`src/rtl/cpu_pkg.sv`:
```
// Shared definitions for the memory-access stage: FSM states, mem_ctl encodings
// and the default bus timeout.
package cpu_pkg;

  typedef enum logic [1:0] {
    ST_IDLE = 2'b00,
    ST_REQ  = 2'b01,
    ST_RESP = 2'b10,
    ST_DONE = 2'b11
  } mem_state_e;

  localparam logic [1:0] MEM_NONE  = 2'b00;
  localparam logic [1:0] MEM_STORE = 2'b01;
  localparam logic [1:0] MEM_LOAD  = 2'b10;
  localparam logic [1:0] MEM_RSVD  = 2'b11;

  localparam int TIMEOUT_CYC_DEF = 255;

  // Encoding 11 is reserved and behaves like "no memory op".
  function automatic logic is_mem_op(input logic valid, input logic [1:0] ctl);
    return valid && ((ctl == MEM_STORE) || (ctl == MEM_LOAD));
  endfunction

endpackage

```
`src/rtl/mem_timeout.sv`:
```
// Bus-wait watchdog: down-counter reloaded by clear, decremented by enable;
// expired flags the TIMEOUT_CYC-th enabled cycle.
module mem_timeout
  import cpu_pkg::*;
#(
  parameter int TIMEOUT_CYC = TIMEOUT_CYC_DEF
) (
  input  logic clk,
  input  logic rst_n,
  input  logic clear,
  input  logic enable,
  output logic expired
);

  localparam int CW = (TIMEOUT_CYC > 1) ? $clog2(TIMEOUT_CYC + 1) : 1;
  localparam logic [CW-1:0] LOAD_VAL = CW'(TIMEOUT_CYC - 1);

  logic [CW-1:0] cnt;

  always_ff @(posedge clk or negedge rst_n) begin
    if (!rst_n) begin
      cnt <= LOAD_VAL;
    end else if (clear) begin
      cnt <= LOAD_VAL;
    end else if (enable && (cnt != '0)) begin
      cnt <= cnt - 1'b1;
    end
  end

  assign expired = enable && (cnt == '0);

endmodule

```
`src/rtl/mem_access.sv`:
```
// MEM pipeline stage: issues loads/stores on the data bus, stalls upstream while
// waiting, and loads the MEM/WB register. MEM_ALIGN_CHECK_EN enables misalignment faults.
//
// state | meaning
// IDLE  | pass non-memory slots through; start a bus access for loads/stores
// REQ   | bus_req held until bus_ready handshake
// RESP  | load accepted, waiting for bus_rvalid
// DONE  | access finished (or timed out); MEM/WB loads from held slot
module mem_access
  import cpu_pkg::*;
#(
  parameter int TIMEOUT_CYC = TIMEOUT_CYC_DEF
) (
  input  logic        clk,
  input  logic        rst_n,
  input  logic        valid_in,
  input  logic [1:0]  wb_in,
  input  logic [1:0]  mem_ctl,
  input  logic [31:0] alu_in,
  input  logic [31:0] wdata_in,
  input  logic [4:0]  rd_in,
  output logic        stall,
  output logic        bus_req,
  output logic        bus_we,
  output logic [31:0] bus_addr,
  output logic [31:0] bus_wdata,
  input  logic        bus_ready,
  input  logic        bus_rvalid,
  input  logic [31:0] bus_rdata,
  output logic        valid_out,
  output logic [1:0]  wb_out,
  output logic [4:0]  rd_out,
  output logic [31:0] alu_out,
  output logic [31:0] rdata_out,
  output logic        err
);

  mem_state_e state_q, state_d;

  logic        mem_op;
  logic        misaligned;
  logic        start;
  logic        expired;
  logic        tmo_clear;
  logic        tmo_enable;
  logic        timeout_hit;

  logic        hold_valid;
  logic [1:0]  hold_wb;
  logic [4:0]  hold_rd;
  logic [31:0] hold_alu;
  logic [31:0] hold_wdata;
  logic        hold_we;
  logic [31:0] rdata_q;
  logic        timed_out;

  assign mem_op = is_mem_op(valid_in, mem_ctl);

`ifdef MEM_ALIGN_CHECK_EN
  assign misaligned = mem_op && (alu_in[1:0] != 2'b00);
`else
  assign misaligned = 1'b0;
`endif

  assign start = (state_q == ST_IDLE) && mem_op && !misaligned;

  assign tmo_clear  = (state_q == ST_IDLE) || (state_q == ST_DONE);
  assign tmo_enable = (state_q == ST_REQ) || (state_q == ST_RESP);

  mem_timeout #(
    .TIMEOUT_CYC (TIMEOUT_CYC)
  ) u_timeout (
    .clk     (clk),
    .rst_n   (rst_n),
    .clear   (tmo_clear),
    .enable  (tmo_enable),
    .expired (expired)
  );

  // A handshake landing in the expiry cycle still wins over the timeout.
  assign timeout_hit = expired &&
                       !(((state_q == ST_REQ) && bus_ready) ||
                         ((state_q == ST_RESP) && bus_rvalid));

  always_ff @(posedge clk or negedge rst_n) begin
    if (!rst_n) begin
      state_q <= ST_IDLE;
    end else begin
      state_q <= state_d;
    end
  end

  always_comb begin
    state_d = state_q;
    stall   = 1'b0;
    bus_req = 1'b0;
    case (state_q)
      ST_IDLE: begin
        if (start) begin
          stall   = 1'b1;
          state_d = ST_REQ;
        end
      end
      ST_REQ: begin
        stall   = 1'b1;
        bus_req = 1'b1;
        if (bus_ready) begin
          state_d = hold_we ? ST_DONE : ST_RESP;
        end else if (timeout_hit) begin
          state_d = ST_DONE;
        end
      end
      ST_RESP: begin
        stall = 1'b1;
        if (bus_rvalid || timeout_hit) begin
          state_d = ST_DONE;
        end
      end
      ST_DONE: begin
        state_d = ST_IDLE;
      end
      default: begin
        state_d = ST_IDLE;
      end
    endcase
  end

  assign bus_addr  = hold_alu;
  assign bus_we    = bus_req && hold_we;
  assign bus_wdata = bus_req ? hold_wdata : 32'h0;

  always_ff @(posedge clk or negedge rst_n) begin
    if (!rst_n) begin
      hold_valid <= 1'b0;
      hold_wb    <= 2'b00;
      hold_rd    <= 5'd0;
      hold_alu   <= 32'h0;
      hold_wdata <= 32'h0;
      hold_we    <= 1'b0;
      rdata_q    <= 32'h0;
      timed_out  <= 1'b0;
      valid_out  <= 1'b0;
      wb_out     <= 2'b00;
      rd_out     <= 5'd0;
      alu_out    <= 32'h0;
      rdata_out  <= 32'h0;
      err        <= 1'b0;
    end else begin
      err <= 1'b0;
      case (state_q)
        ST_IDLE: begin
          if (start) begin
            hold_valid <= valid_in;
            hold_wb    <= wb_in;
            hold_rd    <= rd_in;
            hold_alu   <= alu_in;
            hold_wdata <= wdata_in;
            hold_we    <= (mem_ctl == MEM_STORE);
            rdata_q    <= 32'h0;
            timed_out  <= 1'b0;
            valid_out  <= 1'b0;
            wb_out     <= 2'b00;
          end else begin
            valid_out <= valid_in;
            wb_out    <= (valid_in && !misaligned) ? wb_in : 2'b00;
            rd_out    <= rd_in;
            alu_out   <= alu_in;
            rdata_out <= 32'h0;
            err       <= misaligned;
          end
        end
        ST_REQ, ST_RESP: begin
          // MEM/WB sees bubbles while the bus access is outstanding.
          valid_out <= 1'b0;
          wb_out    <= 2'b00;
          if ((state_q == ST_RESP) && bus_rvalid) begin
            rdata_q <= bus_rdata;
          end
          if (timeout_hit) begin
            timed_out <= 1'b1;
          end
        end
        ST_DONE: begin
          valid_out <= hold_valid;
          wb_out    <= (hold_valid && !timed_out) ? hold_wb : 2'b00;
          rd_out    <= hold_rd;
          alu_out   <= hold_alu;
          rdata_out <= (!hold_we && !timed_out) ? rdata_q : 32'h0;
          err       <= timed_out;
        end
        default: begin
          valid_out <= 1'b0;
        end
      endcase
    end
  end

endmodule

```
`config.mk`:
```
export PLATFORM = sky130hd
export DESIGN_NAME = mem_access
export DESIGN_NICKNAME = d
export VERILOG_FILES = /design/src/rtl/cpu_pkg.sv /design/src/rtl/mem_timeout.sv /design/src/rtl/mem_access.sv
export SDC_FILE = /design/constraint.sdc
export NUM_CORES = 1
export LEC_CHECK = 0
export BUFFER_PORTS_ARGS = -buffer_cell sky130_fd_sc_hd__buf_2
export CORE_UTILIZATION = 40
export DETAILED_ROUTE_END_ITERATION = 7
export GPL_ROUTABILITY_DRIVEN = 1
export PLACE_DENSITY_LB_ADDON = 0.25
export SLEW_MARGIN = 10
export SYNTH_ARGS = -nofsm -noshare
export SYNTH_HDL_FRONTEND = slang
export SYNTH_SLANG_ARGS = --single-unit
```
`constraint.sdc`:
```
create_clock -name clk -period 5.6 [get_ports clk]
set_input_delay 0 -clock clk [delete_from_list [all_inputs] [get_ports clk]]
set_output_delay 0 -clock clk [all_outputs]
set_load 0.02 [all_outputs]
```
==> summary.md <==
| Metric | Value |
|---|---|
| Post-synth top area share | `56.7%` |
| WHS | `0.0357 ns` |
| Sw Share | `40.8%` |
| Adder-Cell Fraction of Synth Area | `1.25%` |
| Non-Filler Instances | `1333` |
| Drt wl/cell | `15.0 um` |
| Initial antenna violation count | `2` |
| Routed WL | `20.0 mm` |
| CP max FO | `64` |
| Outcome | `completed` |
| Hold wc startpoint | `valid_in` |
| Count of input and output buffers | `249` |
| Tot GR Track Use | `19.6%` |
| Hold Path Class | `primary input to flop` |
| Warnings from Yosys | `0` |
| DRT iter0 DRCs | `316` |
| Main combinational cell family by area after synthesis | `multiplexers` |
| Syn Area/Cell | `11.1 sq um` |
| Seq/Total Area, Yosys | `59.0%` |
| Routed Antenna Nets | `0` |
| Combinational group share of total power | `43.6%` |
| Final core occ | `56.8%` |
| Reg power frac | `36.0%` |
| NetSw | `2.55 mW` |
| Int Pwr | `3.71 mW` |
| Multiplexer share of the synthesized area | `15.0%` |
| Vias per cell | `4.75` |
| Synth async-reset ratio | `100%` |
| Rows | `51` |
| Via count | `6331` |
| Clock Skews | `0.0111 ns` |
| Ratio of cells with drive above 1 in the final layout | `32.4%` |
| Synth Area in Simple Gates | `12.8%` |
| Synth area leaders | `dfrtp_1 (57%), nand2_1 (8.2%), mux2_2 (6.6%), mux2i_1 (4.7%), o21ai_0 (3.9%)` |
| Synth unique cells | `43` |
| Leading area contributor after synthesis | `dfrtp_1` |
| Largest net degree at the start of global routing | `118` |
| Post-Syn Area | `0.00803 sq mm` |
| Reg-to-reg critical path endpoint | `rdata_q[28]` |
| Die Y | `144 um` |
| Max_cap viols | `0` |
| Synthesized-area fraction occupied by ao, oa, aoi and oai cells | `8.20%` |
| Routability cong. | `0.777` |
| Worst-Skew Late Latency | `0.43 ns` |
| Most frequent cells in the layout | `buf_2 (248), dfrtp_1 (182), nand2_1 (175)` |
| Internal reg-to-reg setup slack | `2.63 ns` |
| Core area | `0.0196 sq mm` |
| Number of synthesized flops with an enable pin | `0` |
| Root buf cell | `clkbuf_16` |
| Slew Viols, Final | `0` |
| Critical Path RT | `5.87 ns` |
| Reg2Reg Depth | `6` |
| Max H-tree Level | `4` |
| Final Setup Violations | `0` |
| Total CTS buffers | `17` |
| Gr ovfl total | `0` |
| Vias in the first global route | `6341` |
| Hold EP | `wb_out[1]` |
| Syn_nets | `841` |
| DRT Pass-1 Iters | `6` |
| CTS Sinks | `189` |
| DPL Wire Length | `12.4 mm` |
| Slew margin rel. | `26.1%` |
| Clock-pin slew on the worst setup and hold paths | `0.07 ns` |
| CTS tree | `done` |
| Worst-Margin Slew | `1.11 ns` |
| Fill count | `1740` |
| Crit. End Element | `flop` |
| # DRC | `0` |
| Die footprint | `0.0206 sq mm` |
| Most common cell after layout, fill and taps aside | `buf_2` |
| Arrival @ worst endpoint | `3.23 ns` |
| Layout area overhead | `38.6%` |
| Fmax | `337 MHz` |
| Xor and xnor area share after synthesis | `0.545%` |
| Post-CTS setup buffers | `0` |
| Type of origin of the critical path | `flop` |
| Tmin final | `2.97 ns` |
| RSZ-0062 raised after global routing | `no` |
| Synthesized instance count | `723` |
| Nets | `1174` |
| Leakage | `5.44 nW` |
| Worst Setup Path Type | `flop to flop` |
| R2R Path Start | `state_q[0]` |
| Total chip power | `6.26 mW` |
| Post-route setup TNS | `0 ns` |
| Global-route wire length before repair | `31.3 mm` |
| Main synth FF type | `dfrtp_1` |
| Initial Utilization | `41.0%` |
| Final Hold Fails | `0` |
| DP Cell Count | `1196` |
| IO Count | `250` |
| Hold path cells | `3` |
| Fin crit share | `53.0%` |
| Worst VDD drop | `0.000323 V` |
| Die W | `144 um` |
| Longest Clk Path Bufs | `2` |
| Clock power share | `20.4%` |
| #FFs+latches synth | `189` |
| P per Cell Area | `563 mW/mm^2` |
## layer usage
metal	GRT usage, %	share of wire [%]
met4	8.40	2.6
met3	4.37	4.2
met5	0	0.065
met1	23.1	43
met2	34.1	50
## area by class of cell
class | instances | area (sq um) | share of cell area, %
repair buffers | 361 | 2360 | 21.2
multi-input cells | 478 | 3050 | 27.4
well taps | 265 | 332 | 2.98
inverters | 9 | 33.8 | 0.303
clock buffers | 20 | 447 | 4.01
flip-flops and latches | 189 | 4740 | 42.6
clock inverters | 10 | 164 | 1.47
diodes | 1 | 2.50 | 0.0225
## cells by family after synthesis
kind of cell | count (synthesis)
mux | 111
xor+xnor | 5
simple gates | 233
fa+ha+maj | 8
buf+inv | 56
compound gates | 121
flops | 189
## registers in the layout, indices dropped and copies added (netlist names), 2 cells and up
name	count
alu_out	32
bus_addr	32
hold_wdata	32
rdata_out	32
rdata_q	32
u_timeout.cnt	8
hold_rd	5
rd_out	5
hold_wb	2
state_q	2
wb_out	2
## power by group through the flow
stage | Clock (mW) | Sequential [mW] | Combinational [mW]
4_1_cts | 1.31 | 2.25 | 2.76
3_5_place_dp | 0 | 2.28 | 2.70
6_report | 1.28 | 2.26 | 2.73
5_1_grt | 1.36 | 2.34 | 3.03
3_3_place_gp | 0 | 2.25 | 2.66
2_1_floorplan | 0 | 2.62 | 1.54
## worst max path at each step
| stage | depth (start not counted) | end | start |
|---|---|---|---|
| after floorplan | 9 | rdata_q[10] | state_q[0] |
| after global placement | 5 | alu_out[30] | state_q[0] |
| after detailed placement | 6 | rdata_q[28] | state_q[0] |
| after CTS | 6 | rdata_q[28] | state_q[0] |
| after global routing | 7 | rdata_q[27] | state_q[0] |
| final | 6 | rdata_q[28] | state_q[0] |
## cell usage after synthesis (2+ instances only)
cell type,instances
nand2_1,175
mux2_2,47
mux2i_1,38
ha_1,8
buf_4,4
buf_2,27
dfrtp_1,182
o21ai_1,43
nand2b_1,6
and2_1,34
dfstp_2,7
mux2_1,26
clkbuf_1,15
xor2_1,3
nor2_1,2
xnor2_1,2
a22o_1,3
nand3_1,3
inv_1,9
nor3_1,3
o21ai_0,63
o211ai_2,2
## worst max-delay path, stage by stage, from the launching register on
cell,delay [ns]
dfrtp_1,0.43
inv_1,0.11
ha_1,0.62
buf_4,0.40
nand2b_1,0.15
a22o_2,0.88
o21ai_1,0.18
## repair_timing
item,in CTS,in global routing
hold buffers,106,0
endpoints found under the hold margin,252,0
resized for setup,0,0
## through the flow
stage / instance area [sq um] / worst slack (ns)
after floorplan: 8030 / 3.83
after global placement: 9460 / 2.71
after detailed placement: 9460 / 2.60
after CTS: 11100 / 2.59
after global routing: 11100 / 2.24
final: 11100 / 2.63
(Power assumes the default switching activity.)
